`config.mk`:
```
export PLATFORM = sky130hd
export DESIGN_NAME = reg_scoreboard
export DESIGN_NICKNAME = d
export VERILOG_FILES = /design/src/rtl/reg_scoreboard.sv
export SDC_FILE = /design/constraint.sdc
export NUM_CORES = 1
export LEC_CHECK = 0
export ABC_AREA = 1
export CORE_MARGIN = 2
export CORE_UTILIZATION = 60
export DETAILED_ROUTE_END_ITERATION = 12
export PLACE_DENSITY_LB_ADDON = 0.1
export SETUP_SLACK_MARGIN = 0.5
export SYNTH_ARGS = -nofsm -noshare
export SYNTH_HDL_FRONTEND = slang
export SYNTH_SLANG_ARGS = --single-unit
```
`constraint.sdc`:
```
create_clock -name clk -period 5.4 [get_ports clk]
set_clock_uncertainty 0.1 [all_clocks]
set_input_delay 1.35 -clock clk [delete_from_list [all_inputs] [get_ports clk]]
set_output_delay 1.35 -clock clk [all_outputs]
set_load 0.02 [all_outputs]
```
`src/rtl/reg_scoreboard.sv`:
```
// reg_scoreboard: RAW/overflow hazard scoreboard between decode and regfile read,
// counting in-flight writes per GPR and for the predicate/status bit.
module reg_scoreboard #(
  parameter int NUM_REGS = 16,
  parameter int ADDR_W   = 4,
  parameter int CNT_W    = 2
) (
  input  logic              clk,
  input  logic              n_rst,
  input  logic              dec_valid,
  output logic              dec_ready,
  input  logic              dec_use_ra,
  input  logic              dec_use_rt,
  input  logic [ADDR_W-1:0] dec_rt_addr,
  input  logic              dec_read_ps,
  input  logic              dec_reg_write,
  input  logic [ADDR_W-1:0] dec_reg_addr,
  input  logic              dec_ps_write,
  input  logic              ex_ready,
  output logic              reg_read_valid,
  input  logic              wb_valid,
  input  logic              wb_reg_write,
  input  logic [ADDR_W-1:0] wb_reg_addr,
  input  logic              wb_ps_write,
  input  logic              flush,
  output logic              idle,
  output logic              underflow_err,
  output logic [15:0]       stall_cycles
);
  localparam logic [CNT_W-1:0] MAX = '1;

  logic [CNT_W-1:0] r_cnt [NUM_REGS];
  logic [CNT_W-1:0] w_cnt_nxt [NUM_REGS];
  logic [CNT_W-1:0] r_ps_cnt, w_ps_nxt;
  logic             r_underflow;
  logic [15:0]      r_stall;
  logic             w_hazard, w_issue, w_inc, w_dec, w_uf, w_idle;

  function automatic logic [CNT_W-1:0] step(input logic [CNT_W-1:0] c, input logic inc, input logic dec);
    return (inc && !dec) ? c + CNT_W'(1) : (dec && !inc && c != '0) ? c - CNT_W'(1) : c;
  endfunction

  // Hazards look only at registered counts: a same-cycle retire lands at the edge.
  always_comb begin
    w_hazard = (dec_use_ra && r_cnt[0] != '0) ||
               (dec_use_rt && r_cnt[dec_rt_addr] != '0) ||
               (dec_read_ps && r_ps_cnt != '0) ||
               (dec_reg_write && r_cnt[dec_reg_addr] == MAX) ||
               (dec_ps_write && r_ps_cnt == MAX);
  end

  assign dec_ready      = !w_hazard && ex_ready && !flush;
  assign w_issue        = dec_valid && dec_ready;
  assign reg_read_valid = w_issue;

  always_comb begin
    w_idle = (r_ps_cnt == '0);
    w_uf   = 1'b0;
    w_inc  = 1'b0;
    w_dec  = 1'b0;
    for (int i = 0; i < NUM_REGS; i++) begin
      w_inc        = w_issue && dec_reg_write && dec_reg_addr == ADDR_W'(i);
      w_dec        = wb_valid && wb_reg_write && wb_reg_addr == ADDR_W'(i);
      w_idle       = w_idle && (r_cnt[i] == '0);
      w_uf         = w_uf || (!flush && w_dec && r_cnt[i] == '0);
      w_cnt_nxt[i] = flush ? '0 : step(r_cnt[i], w_inc, w_dec);
    end
    w_inc    = w_issue && dec_ps_write;
    w_dec    = wb_valid && wb_ps_write;
    w_uf     = w_uf || (!flush && w_dec && r_ps_cnt == '0);
    w_ps_nxt = flush ? '0 : step(r_ps_cnt, w_inc, w_dec);
  end

  always_ff @(posedge clk) begin
    if (!n_rst) begin
      for (int i = 0; i < NUM_REGS; i++) r_cnt[i] <= '0;
      r_ps_cnt    <= '0;
      r_underflow <= 1'b0;
      r_stall     <= '0;
    end else begin
      r_cnt       <= w_cnt_nxt;
      r_ps_cnt    <= w_ps_nxt;
      r_underflow <= r_underflow || w_uf;
      if (dec_valid && !dec_ready && !flush && r_stall != 16'hFFFF) r_stall <= r_stall + 16'd1;
    end
  end

  assign idle          = w_idle;
  assign underflow_err = r_underflow;
  assign stall_cycles  = r_stall;
endmodule

```
; ---- Word level (Yosys, flattened, before mapping)
; Cells that the tools add are included.
[word_totals]
register_bits = 51
in_bits = 25
out_inout_bits = 20
wordCells = 393
[op_classes]
addsub = 35
magnitude_cmp = 2
n_eq_ne = 33
muxes = 40
n_bitwise = 3
n_reduce_logical = 261
[op_table]
columns = op, n
row1 = logical AND 1 bit, 148
row2 = 2-to-1 mux 2 bit, 38
row3 = nonzero test 2 bit, 35
row4 = "== test 4 bit, second input constant", 16
row5 = logical NOT 1 bit, 37
row6 = "adder 2 x 1 -> 2 bit, second input constant", 17
row7 = logical NOT 2 bit, 17
row8 = "subtractor 2 x 1 -> 2 bit, second input constant", 17
row9 = "== test 4 x 3 -> 1 bit, second input constant", 8
row10 = logical OR 1 bit, 21
row11 = "adder 16 x 1 -> 16 bit, second input constant", 1
row12 = binary-select mux 2 bit (select 4 bit), 2
row13 = "== test 4 x 2 -> 1 bit, second input constant", 4
row14 = "inequality test 16 bit, second input constant", 1
row15 = "greater-or-equal comparator 5 bit, second input constant", 2
row16 = NOT 4 -> 5 bit, 2
row17 = "== test 4 x 1 -> 1 bit, second input constant", 2
row18 = logical NOT 4 bit, 2
row19 = "== test 2 bit, second input constant", 2
row20 = OR reduction 2 bit, 1
row21 = NOT 1 bit, 1

; ---- Longest topological paths before layout
; Gate-level depths: netlist (run 1).
[logic_depth]
depth_word = 21
depth_mapped = 20
depth_no_buf = 18

; ---- Least setup slack after synthesis (run 1)
; OpenSTA, ideal clock, no wires.
[synth_path]
path_type = input -> output
from = input dec_reg_addr[0]
to = output reg_read_valid
t_arrival_ns = 2.413
t_required_ns = 3.950
setup_slack_ns = 1.537
path_stages = 13
n_path_buf = 2
path_cell_list = buf_2 nand2_1 o21ai_0 nand2_1 nand2_1 nand2_1 nand2_1 inv_1 nand2_1 nand3_2 nand3_2 nor2_8 buf_6
[synth_between]
elab_chain_cells = 12
[synth_rtl]
columns = element, line_no
row1 = from (decl), 17  ; input logic [ADDR_W-1:0] dec_reg_addr,
row2 = NOT 4 -> 5 bit (implied by the code), 48  ; (dec_reg_write && r_cnt[dec_reg_addr] == MAX) ||
row3 = binary-select mux 2 bit (select 4 bit), 48
row4 = 2-to-1 mux 2 bit (implied by the code) (2 in series), 48
row5 = == test 2 bit, 48
row6 = logical AND 1 bit, 48
row7 = logical OR 1 bit, 47  ; (dec_read_ps && r_ps_cnt != '0) ||
row8 = logical OR 1 bit, 48
row9 = logical NOT 1 bit, 52  ; assign dec_ready = !w_hazard && ex_ready && !flush;
row10 = logical AND 1 bit (2 in series), 52
row11 = logical AND 1 bit, 53  ; assign w_issue = dec_valid && dec_ready;
row12 = to (decl), 20  ; output logic reg_read_valid,
; Every way passes these cells. The select of a mux whose other input is x is not followed.

; ---- Worst setup path in the final report (run 1)
[layout_path]
from = input dec_reg_addr[2]
to = output reg_read_valid
; The elaborated chain is that of the path after synthesis.

==> results.json, run 1 <==
{
  "syn_to_final_growth_pct": 14.9,
  "syn_area_mm2": 0.00389,
  "synth_seq_cells": 51,
  "fin_crit_sh": 0.833,
  "highest_layer": "met4",
  "postLayoutCellArea_mm2": 0.00447,
  "regArea_mm2": 0.00102,
  "finalHoldViolations": 0,
  "placedCellCount": 796,
  "initial_core_util": 0.617,
  "grt_overflow": 0,
  "grtUsageTotal": 0.327,
  "yosysWarnings": 0,
  "drive_gt1_frac": 0.0536,
  "die_y_um": 84.6,
  "core_mm2": 0.00631,
  "finalPower_mw": 0.745,
  "synth_cell_type_count": 33,
  "critPathMostFrequentCell": "nand2_1",
  "nets": 752,
  "layout_commonest_cell": "nand2_1",
  "setup_tns_ps": 0,
  "pre_cts_slack_ps": 297,
  "vias_per_cell": 5.68,
  "nFillCells": 586,
  "cts_hold_buffers": 0,
  "cts_buffers": 5,
  "dp_hpwl_um": 8720,
  "relSlewSlack": 0.581,
  "cts_root_buffer": "clkbuf_8",
  "synth_ff_type": "dfxtp_1",
  "stdcell_count": 804,
  "drt-total-wl_um": 11400,
  "final_cell_mix": "nand2_1, nor2_1, inv_1",
  "fmax_ghz": 0.222,
  "drv_cap": 0,
  "synth-edff-count": 0,
  "dr_wl_met2_um": 5270,
  "crit_slowest_cell": "clkdlybuf4s50_1",
  "route.detailed.drc": 0,
  "layout_setup_ws_ps": 904,
  "path_buf_inv": 5,
  "diodes": 0,
  "end_kind": "output port",
  "multiInputGateArea_mm2": 0.00240,
  "die_w_um": 84.6,
  "finalWeightedCongestion": 0.974,
  "antenna_found_initial": 0,
  "cp.arrival_ps": 3050,
  "slowest_delay_ps": 520,
  "cp_top_family": "buffers and inverters",
  "cts.clk_slew.worst_paths_ps": 100,
  "clockBufferDepth": 2,
  "drv_slew": 0,
  "port_buffers": 44,
  "crit_path_cell_trace": "clkdlybuf4s50_1, inv_1, nand2_1, inv_1, nand2_1, nand2_1, inv_1, nand2_1, nand3_2, nand3_2, nor2_8, dlymetal6s2s_1",
  "wl_met1_um": 4740,
  "place_area_mm2": 0.00437,
  "rows": 29,
  "ios": 45,
  "wl_per_cell_um": 14.2,
  "worstHoldPathType": "register to register",
  "dieArea_mm2": 0.00715,
  "async_flop_share": 0,
  "vdd_drop_max_uv": 111,
  "first_pass_iters": 5,
  "seq_area_frac_synth": 0.262,
  "grt_pass1_wl_um": 19300,
  "wl_met3_um": 1000,
  "p_leak_nw": 1.88,
  "grt_max_degree": 35,
  "rsz0062_at_grt": "no",
  "powerDensity_mw_per_mm2": 167,
  "cts_max_level": 2,
  "fin_crit_ps": 4500,
  "clk_latency_ps": 310,
  "clock_sinks": 51,
  "worst_slew_pin_slew_ps": 627,
  "outcome": "finished clean",
  "final-setup-viol-count": 0,
  "syn_inst": 688,
  "grt_pass1_vias": 4226,
  "synth_nets": 714,
  "cp-start-kind": "input pin",
  "path_class": "input pin to output port",
  "via_count": 4569,
  "cts_tree": "done",
  "drt_iter0_markers": 356,
  "avgSynthCellArea_um2": 5.66,
  "ant_nets": 0,
  "crit_required_ps": 3950,
  "post_cts_buffers": 0,
  "crit_fanout": 5
}
==> repair_timing <==
| action | in CTS | in global routing |
|---|---|---|
| endpoints found under the hold margin | 0 | 0 |
| resized for setup | 4 | 4 |
| gates cloned | 0 | 0 |
| endpoints found under the setup margin | 2 | 2 |
==> path summary, 6_finish.rpt <==
kind                            slack (ps)                       end                startpoint  cells past startpoint
worst max register to register        2770    r_cnt[12]$_SDFFE_PP0P_    r_cnt[15]$_SDFFE_PP0P_                     15
worst min register to register         410  r_ps_cnt[1]$_SDFFE_PP0P_  r_ps_cnt[1]$_SDFFE_PP0P_                      2
worst max-delay path                   900            reg_read_valid           dec_reg_addr[2]                     12
worst min-delay path                   410  r_ps_cnt[1]$_SDFFE_PP0P_  r_ps_cnt[1]$_SDFFE_PP0P_                      2
==> metal layers <==
metal	global-route usage	vias to the layer above
li1	-	2255
met3	0.0570	41
met1	0.429	2047
met5	0	-
met4	0.131	0
met2	0.534	226
==> where the power goes <==
group	switching (mW)	internal [mW]
Clock	0.137	0.105
Combinational	0.0791	0.0426
Sequential	0.00264	0.379
Total	0.219	0.526
==> registers in the layout (all words and copies together), names as in the netlist <==
| name | flops |
|---|---|
| r_cnt | 32 |
| r_ps_cnt | 2 |
| underflow_err | 1 |
| stall_cycles | 16 |
==> worst reg2reg max path, stage by stage, from the launching register on <==
cell and delay, ps:
dfxtp_1 360, nor2_1 400, nand2_1 110, nand2_1 90
nand2_1 50, nand3_1 70, nand3_1 60, nand3_1 100
nand3_2 150, nor2_8 120, buf_4 400, nand3_1 170
nand2_1 130, nand2_1 70, nand2_1 70, a21oi_1 60
==> cell families after synthesis <==
family,count (synthesis),synth area share
DFF,51,0.262
AOI/OAI and AO/OA,65,0.0861
adders and majority gates,1,0.00321
buffers and inverters,116,0.122
xor gates and xnor gates,6,0.0135
and+or+nand+nor,449,0.513
==> final cells by class <==
type | count | area share
multi-input cells | 521 | 0.536
inverters | 98 | 0.0825
well taps | 77 | 0.0215
clock buffers | 6 | 0.0185
clock inverters | 2 | 0.00364
flip-flops and latches | 51 | 0.228
repair buffers | 49 | 0.109
==> per-stage QoR <==
step / util / hold WS, ps
2_1_floorplan: - / 362
3_3_place_gp: 0.693 / 383
3_5_place_dp: 0.693 / 396
4_1_cts: 0.708 / 413
5_1_grt: 0.708 / 443
6_report: 0.708 / 409
==> cell usage after synthesis (6+ instances only) <==
| cell type | instances | area share |
|---|---|---|
| nand2_1 | 220 | 0.21 |
| nor2_1 | 119 | 0.11 |
| inv_1 | 94 | 0.091 |
| nand3_1 | 59 | 0.076 |
| dfxtp_1 | 51 | 0.26 |
| a21oi_1 | 29 | 0.037 |
| o21ai_0 | 22 | 0.028 |
| nand4_2 | 16 | 0.051 |
| nor3_1 | 15 | 0.019 |
| o21ai_1 | 10 | 0.013 |
| nand4_1 | 7 | 0.011 |
| clkbuf_1 | 6 | 0.0058 |
(Power assumes the default switching activity.)
==> inputs of run 2 (changes only) <==
Settings changed: CORE_UTILIZATION 60 to 52.
Clock period 5.4 ns to 4.1 ns, I/O delays scaled along.
==> results.json, run 2 (same netlist as run 1, synthesis figures left out) <==
{
  "p_leak_nw": 1.93,
  "clock_sinks": 51,
  "syn_to_final_growth_pct": 19.1,
  "vias_per_cell": 5.44,
  "intPower_mw": 0.703,
  "nets": 764,
  "initial_core_util": 0.537,
  "multiInputGateArea_mm2": 0.00243,
  "drt_iter0_markers": 297,
  "final_cell_mix": "nand2_1, nor2_1, inv_1",
  "grt_pass1_wl_um": 19600,
  "diodes": 0,
  "first_pass_iters": 6,
  "drt-total-wl_um": 12000,
  "ios": 45,
  "fmax_ghz": 0.285,
  "finalHoldViolations": 0,
  "cts_tree": "done",
  "pwr-share-comb": 0.177,
  "cts_buffers": 5,
  "clockBufferDepth": 2,
  "die_y_um": 90.5,
  "worstHoldPathType": "register to register",
  "crit_required_ps": 2970,
  "placedCellCount": 828,
  "end_kind": "output port",
  "dieArea_mm2": 0.00820,
  "layout_commonest_cell": "nand2_1",
  "cp.arrival_ps": 2380,
  "top_register": "r_cnt",
  "via_count": 4562,
  "layout_setup_ws_ps": 595,
  "die_w_um": 90.5,
  "grt_pass1_vias": 4103,
  "fin_crit_ps": 3510,
  "cts_max_level": 2,
  "grtUsageTotal": 0.294,
  "route.detailed.drc": 0,
  "p_sw_frac": 0.298,
  "vdd_drop_max_uv": 104,
  "pre_cts_slack_ps": -165,
  "finalWeightedCongestion": 1.01,
  "pwr-share-clk": 0.322,
  "seqPwrFrac": 0.501,
  "largest_register_ffs": 32,
  "antenna_found_initial": 0,
  "rsz0062_at_grt": "no",
  "utilization": 0.639,
  "setup_tns_ps": 0,
  "worst_slew_pin_slew_ps": 678,
  "path_class": "input pin to output port",
  "cts_hold_buffers": 0,
  "nFillCells": 732,
  "relSlewSlack": 0.548,
  "crit_fanout": 5,
  "final-setup-viol-count": 0,
  "drv_cap": 0,
  "drive_gt1_frac": 0.0839,
  "grt_overflow": 0,
  "cts_root_buffer": "clkbuf_8",
  "finalPower_mw": 1.00,
  "port_buffers": 44,
  "place_area_mm2": 0.00449,
  "powerDensity_mw_per_mm2": 216,
  "wl_per_cell_um": 14.3,
  "cts.clk_slew.worst_paths_ps": 90,
  "fin_crit_sh": 0.855,
  "timing.hold.ws_ps": 410,
  "ant_nets": 0,
  "postLayoutCellArea_mm2": 0.00464,
  "regArea_mm2": 0.00102,
  "dp_hpwl_um": 9190,
  "outcome": "finished clean",
  "cp-start-kind": "input pin",
  "power_switching_mw": 0.299,
  "rows": 31,
  "grt_max_degree": 35,
  "core_mm2": 0.00725,
  "drv_slew": 0,
  "stdcell_count": 838,
  "clk_latency_ps": 320
}
## run 2: cell count changes in the layout (fill, tap and decap cells not counted), sizes merged
cell / before / now
buf: 5 / 19
clkdlybuf4s50: 40 / 36
dlygate4sd2: 1 / 3
## run 2: path summary, 6_finish.rpt
| check | endpoint | slack [ps] | depth (start not counted) | startpoint |
|---|---|---|---|---|
| worst max-delay path | reg_read_valid | 590 | 10 | dec_rt_addr[0] |
| worst min-delay path | stall_cycles[1]$_SDFFE_PN0P_ | 410 | 2 | stall_cycles[1]$_SDFFE_PN0P_ |
| worst max register to register | stall_cycles[10]$_SDFFE_PN0P_ | 1610 | 10 | stall_cycles[0]$_SDFFE_PN0P_ |
| worst min register to register | stall_cycles[1]$_SDFFE_PN0P_ | 410 | 2 | stall_cycles[1]$_SDFFE_PN0P_ |
## run 2: metal layers
metal	routed length, um	GRT usage	vias to the layer above
li1	-	-	2269
met1	4920	0.372	2075
met2	5810	0.510	190
met3	894	0.0409	28
met4	350	0.105	0
met5	0	0	-
## run 2: worst max-delay path: stages
cell and delay, ps:
dlygate4sd2_1 290, buf_4 190, o21ai_2 160, nand2_1 60
nand3_1 120, nand3_1 100, nand3_2 100, nand3_4 100
nor2_8 100, buf_4 140
## run 2: area by class of cell
type | instances | share of cell area
Timing Repair Buffer | 61 | 0.128
Clock buffer | 6 | 0.0178
Sequential cell | 51 | 0.220
Multi-Input combinational cell | 521 | 0.524
Clock inverter | 2 | 0.00351
Inverter | 98 | 0.0801
Tap cell | 99 | 0.0267
## run 2: power groups by stage
stage,logic (mW),registers [mW],clock network (mW)
2_1_floorplan,0.0913,0.516,0
6_report,0.177,0.502,0.323
3_5_place_dp,0.169,0.514,0
5_1_grt,0.191,0.503,0.347
3_3_place_gp,0.167,0.513,0
4_1_cts,0.172,0.502,0.328
## run 2: what timing repair did
action	4_1_cts	5_1_grt
setup buffers	0	1
gates resized for setup	26	10
endpoints found under the setup margin	2	2
pin swaps	1	1
cloned	1	0
